File: src/rtl/agtb2_pkg.sv
// Shared types and constants for the agtb2 unsigned magnitude comparator.
package agtb2_pkg;

    localparam int AGTB2_WIDTH = 2;

    typedef struct packed {
        logic gt;
        logic eq;
        logic lt;
    } cmp_res_t;

    localparam cmp_res_t CMP_RES_RST = 3'b010;

endpackage

File: src/rtl/agtb2_bit_cmp.sv
// One slice of the MSB-first compare chain: a decision made at a more
// significant bit is carried through unchanged.
module agtb2_bit_cmp (
    input  logic ai,
    input  logic bi,
    input  logic gt_in,
    input  logic eq_in,
    output logic gt_out,
    output logic eq_out
);

    assign gt_out = gt_in | (eq_in & ai & ~bi);
    assign eq_out = eq_in & ~(ai ^ bi);

endmodule

File: src/rtl/agtb2.sv
// Unsigned WIDTH-bit comparator: combinational agtb plus a registered one-hot
// {gt,eq,lt} stage with valid tagging. AGTB2_STATS_EN adds a saturating gt_count.
module agtb2
    import agtb2_pkg::*;
#(
    parameter int WIDTH = AGTB2_WIDTH
) (
    input  logic             clk,
    input  logic             rst_n,
    input  logic [WIDTH-1:0] a,
    input  logic [WIDTH-1:0] b,
    input  logic             in_valid,
    output logic             agtb,
    output logic             agtb_q,
    output logic             aeqb_q,
    output logic             altb_q,
`ifdef AGTB2_STATS_EN
    output logic [15:0]      gt_count,
`endif
    output logic             out_valid
);

    // Index WIDTH is the seed above the MSB: nothing decided yet, all equal.
    logic [WIDTH:0] w_gtChain;
    logic [WIDTH:0] w_eqChain;
    cmp_res_t       w_res;
    cmp_res_t       r_res;
    logic           r_valid;

    assign w_gtChain[WIDTH] = 1'b0;
    assign w_eqChain[WIDTH] = 1'b1;

    for (genvar i = WIDTH - 1; i >= 0; i--) begin : g_chain
        agtb2_bit_cmp u_cell (
            .ai     (a[i]),
            .bi     (b[i]),
            .gt_in  (w_gtChain[i+1]),
            .eq_in  (w_eqChain[i+1]),
            .gt_out (w_gtChain[i]),
            .eq_out (w_eqChain[i])
        );
    end

    assign w_res = '{gt: w_gtChain[0], eq: w_eqChain[0], lt: ~(w_gtChain[0] | w_eqChain[0])};
    assign agtb  = w_res.gt;

    always_ff @(posedge clk or negedge rst_n) begin
        if (!rst_n) begin
            r_res   <= CMP_RES_RST;
            r_valid <= 1'b0;
        end else begin
            r_valid <= in_valid;
            if (in_valid) begin
                r_res <= w_res;
            end
        end
    end

    assign agtb_q    = r_res.gt;
    assign aeqb_q    = r_res.eq;
    assign altb_q    = r_res.lt;
    assign out_valid = r_valid;

`ifdef AGTB2_STATS_EN
    logic [15:0] r_gtCount;

    // Counter sticks at all-ones rather than wrapping.
    always_ff @(posedge clk or negedge rst_n) begin
        if (!rst_n) begin
            r_gtCount <= 16'd0;
        end else if (in_valid && w_res.gt && (r_gtCount != 16'hFFFF)) begin
            r_gtCount <= r_gtCount + 16'd1;
        end
    end

    assign gt_count = r_gtCount;
`endif

endmodule

File: config.mk
export PLATFORM = sky130hd
export DESIGN_NAME = agtb2
export DESIGN_NICKNAME = d
export VERILOG_FILES = /design/src/rtl/agtb2_pkg.sv /design/src/rtl/agtb2_bit_cmp.sv /design/src/rtl/agtb2.sv
export SDC_FILE = /design/constraint.sdc
export NUM_CORES = 1
export LEC_CHECK = 0
export ABC_CLOCK_PERIOD_IN_PS = 2190
export CAP_MARGIN = 20
export CORE_AREA = 2 2 39 41
export CTS_BUF_LIST = sky130_fd_sc_hd__clkbuf_2 sky130_fd_sc_hd__clkbuf_4 sky130_fd_sc_hd__clkbuf_8
export CTS_CLUSTER_DIAMETER = 150
export DETAILED_ROUTE_END_ITERATION = 8
export DIE_AREA = 0 0 41 43
export PLACE_DENSITY = 0.41
export SKIP_CTS_REPAIR_TIMING = 1
export SLEW_MARGIN = 20
export SYNTH_ARGS = -nofsm -noshare
export SYNTH_HDL_FRONTEND = slang
export SYNTH_SLANG_ARGS = --single-unit
export TNS_END_PERCENT = 50
File: constraint.sdc
create_clock -name clk -period 2.19 [get_ports clk]
set_clock_uncertainty 0.2 [all_clocks]
set_input_delay 0.438 -clock clk [delete_from_list [all_inputs] [get_ports clk]]
set_output_delay 0.438 -clock clk [all_outputs]
set_load 0.005 [all_outputs]
After elaboration in Yosys (flattened, before gate mapping)
Cells that the tools add are included.
Storage, ports and cells
  input port bits: 7
  logic and storage cells: 17
  register bits: 4
Cells by class
  bitwise logic cells: 13
Operators with widths (count)
  NOT 1 bit: 5
  bitwise AND 1 bit: 4
  OR 1 bit: 2
  bitwise XOR 1 bit: 2

Logic depth before layout (Yosys ltp)
  word-level depth: 7
  depth in mapped cells: 5

Hierarchy
A second synthesis with hierarchy kept.
Second synthesis, totals
  cell total of the unflattened synthesis: 18
  area total of the unflattened synthesis: 198.9 µm²
Modules (own cells, without submodules)
  agtb2: area an instance 146.4 µm², times used 1, cells each 10
  agtb2_bit_cmp: area an instance 26.3 µm², times used 2, cells each 4

Least setup slack after synthesis
No wires, ideal clock.
  kind: input -> output
  start point: input port b[1]
  end point: output port agtb
  arrival time: 0.923 ns
  stages on the path: 3
  slack: 0.629 ns
  cell sequence: inv_1 > ha_1 > a21o_1
On the way
  word-level cells in the longest chain between the ends: 5
  elaborated cells between the ends (all ways): 7
  classes of those cells: 7 x bitwise
Ends and longest elaborated chain
  start, declared: RTL line agtb2.sv:11  | input logic [WIDTH-1:0] b,
  bitwise XOR 1 bit: RTL line agtb2_bit_cmp.sv:13  | assign eq_out = eq_in & ~(ai ^ bi);
  NOT 1 bit: RTL line agtb2_bit_cmp.sv:13
  bitwise AND 1 bit (2 in series): RTL line agtb2_bit_cmp.sv:12  | assign gt_out = gt_in | (eq_in & ai & ~bi);
  OR 1 bit *: RTL line agtb2_bit_cmp.sv:12
  end, declared: RTL line agtb2.sv:13  | output logic agtb,
Mark *: on every way between the ends. The rest lies on a longest branch, timed or not.

Final worst setup path
  start point: input port a[1]
  end point: output port agtb
On the way
  word-level cells in the longest chain between the ends: 5
  elaborated cells between the ends (all ways): 6
  classes of those cells: 6 x bitwise
Ends and longest elaborated chain
  start, declared: RTL line agtb2.sv:10  | input logic [WIDTH-1:0] a,
  bitwise XOR 1 bit: RTL line agtb2_bit_cmp.sv:13
  NOT 1 bit: RTL line agtb2_bit_cmp.sv:13
  bitwise AND 1 bit (2 in series): RTL line agtb2_bit_cmp.sv:12
  OR 1 bit *: RTL line agtb2_bit_cmp.sv:12
Marks and branches as above.

==> run_summary.xml <==
<?xml version="1.0" encoding="UTF-8"?>
<metrics>
  <group name="grt">
    <metric name="pin_count_of_the_biggest_net_entering_global_routing" unit="">6</metric>
    <metric name="grt.total_usage" unit="">0.0685</metric>
    <metric name="groute.layer.met3.usage" unit="">0.0628</metric>
    <metric name="grt_antenna_before_repair" unit="">0</metric>
    <metric name="grt_util_met2" unit="">0.0906</metric>
    <metric name="global_route.usage.met1" unit="">0.0779</metric>
    <metric name="gr-max-usage-layer" unit="">met2</metric>
    <metric name="first_global_vias" unit="">189</metric>
    <metric name="grt_overflow_total" unit="">0</metric>
    <metric name="grt_first_pass_wirelength" unit="um">759</metric>
  </group>
  <group name="worst_setup_path">
    <metric name="worstPathRequired" unit="ns">1.55</metric>
    <metric name="crit_path_end_kind" unit="">output port</metric>
    <metric name="critical_path_class" unit="">primary input to output port</metric>
    <metric name="cp_max_fo" unit="">2</metric>
    <metric name="worst-endpoint-arrival" unit="ns">1.49</metric>
    <metric name="r2r-start" unit="">agtb_q</metric>
    <metric name="crit_path_launch" unit="">a[1]</metric>
    <metric name="critPathLaunchType" unit="">primary input</metric>
  </group>
  <group name="route">
    <metric name="post_drt_via_cell_ratio" unit="">3.58</metric>
    <metric name="antenna_violating_nets_post_route" unit="">0</metric>
    <metric name="detail_route.wl_per_cell" unit="um">8.04</metric>
    <metric name="totalWireLength" unit="um">418</metric>
    <metric name="drcViolationCount" unit="">0</metric>
    <metric name="drt_iter0_drc" unit="">0</metric>
    <metric name="routed-via-count" unit="">186</metric>
    <metric name="first_pass_iters" unit="">1</metric>
  </group>
  <group name="cells_and_area">
    <metric name="layout_net_count" unit="">45</metric>
    <metric name="drive_above_1_share" unit="">0.389</metric>
    <metric name="final_core_util" unit="">0.292</metric>
    <metric name="design_area" unit="um^2">404</metric>
    <metric name="insertedDiodeCount" unit="">0</metric>
    <metric name="syn_to_final_growth" unit="%">111</metric>
    <metric name="final.fill_count" unit="">142</metric>
  </group>
  <group name="placed_design">
    <metric name="globalplace.congestion" unit="">0.555</metric>
    <metric name="pre_cts_ws" unit="ns">-0.297</metric>
    <metric name="io_buffers" unit="">11</metric>
    <metric name="detailed_place.area" unit="um^2">352</metric>
  </group>
  <group name="logic_synthesis">
    <metric name="postSynthRegisterBits" unit="">4</metric>
    <metric name="post_synth_num_cell_types" unit="">13</metric>
    <metric name="netlist_instances" unit="">16</metric>
    <metric name="ys_top_cells_by_area" unit="">sky130_fd_sc_hd__dfrtp_1, sky130_fd_sc_hd__dfstp_2, sky130_fd_sc_hd__mux2_4</metric>
    <metric name="synthDominantAreaCellType" unit="">sky130_fd_sc_hd__dfrtp_1</metric>
    <metric name="synthesis.yosys.warnings" unit="">0</metric>
    <metric name="synth_nets" unit="">24</metric>
    <metric name="synth_seq_area_share" unit="">0.529</metric>
    <metric name="synth_area" unit="um^2">191</metric>
    <metric name="syn_area_per_cell" unit="um^2">12.0</metric>
    <metric name="synth.top_cell.area_share" unit="">0.392</metric>
  </group>
  <group name="timing">
    <metric name="finalSetupViolCount" unit="">0</metric>
    <metric name="timing_hold_violations_final" unit="">0</metric>
    <metric name="slew-limit-headroom" unit="">0.860</metric>
    <metric name="setup_total_negative_slack" unit="ns">0</metric>
    <metric name="max_clock_freq" unit="GHz">0.470</metric>
    <metric name="max_slew.worst_pin.slew" unit="ns">0.209</metric>
    <metric name="fin_crit" unit="ns">2.13</metric>
    <metric name="final_setup_slack_of_the_worst_path" unit="ns">0.0603</metric>
    <metric name="timing_max_transition_violations_final" unit="">0</metric>
    <metric name="rsz_0062_raised_after_global_routing" unit="">no</metric>
    <metric name="post-route-period-util" unit="">0.972</metric>
  </group>
  <group name="floorplanning">
    <metric name="floorplan.initialDensity" unit="">0.138</metric>
    <metric name="core-area" unit="um^2">1380</metric>
    <metric name="chipHeight" unit="um">43</metric>
    <metric name="row_count" unit="">14</metric>
    <metric name="die_area" unit="um^2">1760</metric>
    <metric name="die_w" unit="um">41</metric>
    <metric name="ios" unit="">12</metric>
  </group>
  <group name="pwr">
    <metric name="power.total" unit="W">0.000268</metric>
    <metric name="total_leakage_power" unit="nW">0.199</metric>
    <metric name="cellPowerDensity" unit="nW/um^2">664</metric>
    <metric name="vdd.ir_drop.worst" unit="mV">0.349</metric>
  </group>
  <group name="clock_tree">
    <metric name="cts_root_buffer" unit="">sky130_fd_sc_hd__clkbuf_4</metric>
    <metric name="clock-sinks" unit="">4</metric>
    <metric name="tritoncts_clock_tree" unit="">built</metric>
    <metric name="cts.path.max_buffers" unit="">2</metric>
    <metric name="clk_pin_slew" unit="ns">0.04</metric>
    <metric name="cts.htree.levels" unit="">1</metric>
    <metric name="clkLatencyLatePin" unit="ns">0.23</metric>
    <metric name="tritoncts.num_buffers" unit="">3</metric>
  </group>
  <group name="run">
    <metric name="max_cap_violations" unit="">0</metric>
  </group>
  <group name="hold_path">
    <metric name="min_delay_path_class" unit="">primary input to async pin</metric>
  </group>
  <group name="run_status">
    <metric name="result_of_the_run" unit="">completed</metric>
  </group>
</metrics>
==> cell type report <==
type                    instances  area (um^2)  area share
inverters                       2         7.51      0.0186
repair buffers                 16          150       0.372
well taps                      16         20.0      0.0495
flip-flops and latches          4          101       0.251
clock buffers                   4         30.0      0.0743
multi-input cells              10         95.1       0.235
==> through the flow <==
step	hold WS (ns)	cells
detailed placement	0.295	47
global placement	0.299	47
global route	0.195	52
CTS	0.191	51
floorplan	-0.0576	16
finish	0.191	52
==> cells in the final DEF (no fill, tap or decap), types with 2 or more instances in the layout <==
cell and count:
sky130_fd_sc_hd__dfrtp_1 3, sky130_fd_sc_hd__buf_4 5, sky130_fd_sc_hd__clkdlybuf4s50_1 10, sky130_fd_sc_hd__inv_1 2
sky130_fd_sc_hd__clkbuf_4 4
==> per-layer routing <==
layer	routed length, um	part of all wire	vias up
li1	-	-	94
met5	0	0	-
met4	0	0	0
met2	238	0.57	4
met1	155	0.37	88
met3	24	0.057	0
==> where the power goes <==
group / leakage, nW / switching (W) / internal, W / total [W]
sequential: 0.0464 / 0.00000418 / 0.0000841 / 0.0000883
combinational: 0.134 / 0.0000181 / 0.0000461 / 0.0000642
clock: 0.0184 / 0.0000349 / 0.0000810 / 0.000116
total: 0.199 / 0.0000572 / 0.000211 / 0.000268
==> synthesized netlist by cell type (all sizes together) <==
library cell / number
nor2b: 1
nor2: 1
inv: 2
dfrtp: 3
ha: 1
mux2: 2
nand2b: 1
a21oi: 1
a22o: 1
a21o: 1
nand2: 1
dfstp: 1
==> state kept, by name (all words and copies together) (netlist names) <==
signal	count
altb_q	1
aeqb_q	1
out_valid	1
agtb_q	1
==> path summary, 6_finish.rpt <==
kind                               end  slack, ns  cells after the start
worst max-delay path              agtb       0.06                      4
worst min-delay path            altb_q       0.19                      1
worst max register to register  agtb_q       1.22                      1
worst min register to register  altb_q       0.30                      1
max in group asynchronous       aeqb_q       1.36                      1
min in group clk                altb_q       0.30                      1
==> cell families after synthesis <==
| family | after synthesis | synth area share |
|---|---|---|
| adder cells (fa/ha/maj) | 1 | 0.0653 |
| flip-flops | 4 | 0.529 |
| AND/OR/NAND/NOR | 4 | 0.118 |
| AO/OA/AOI/OAI | 3 | 0.111 |
| multiplexers | 2 | 0.137 |
| buffers and inverters | 2 | 0.0392 |
==> critical path, stage by stage <==
cell and delay, ns:
sky130_fd_sc_hd__clkdlybuf4s50_1 0.51, sky130_fd_sc_hd__ha_4 0.21, sky130_fd_sc_hd__a21o_1 0.18, sky130_fd_sc_hd__dlymetal6s2s_1 0.15
Power figures use the tool's default switching activity.
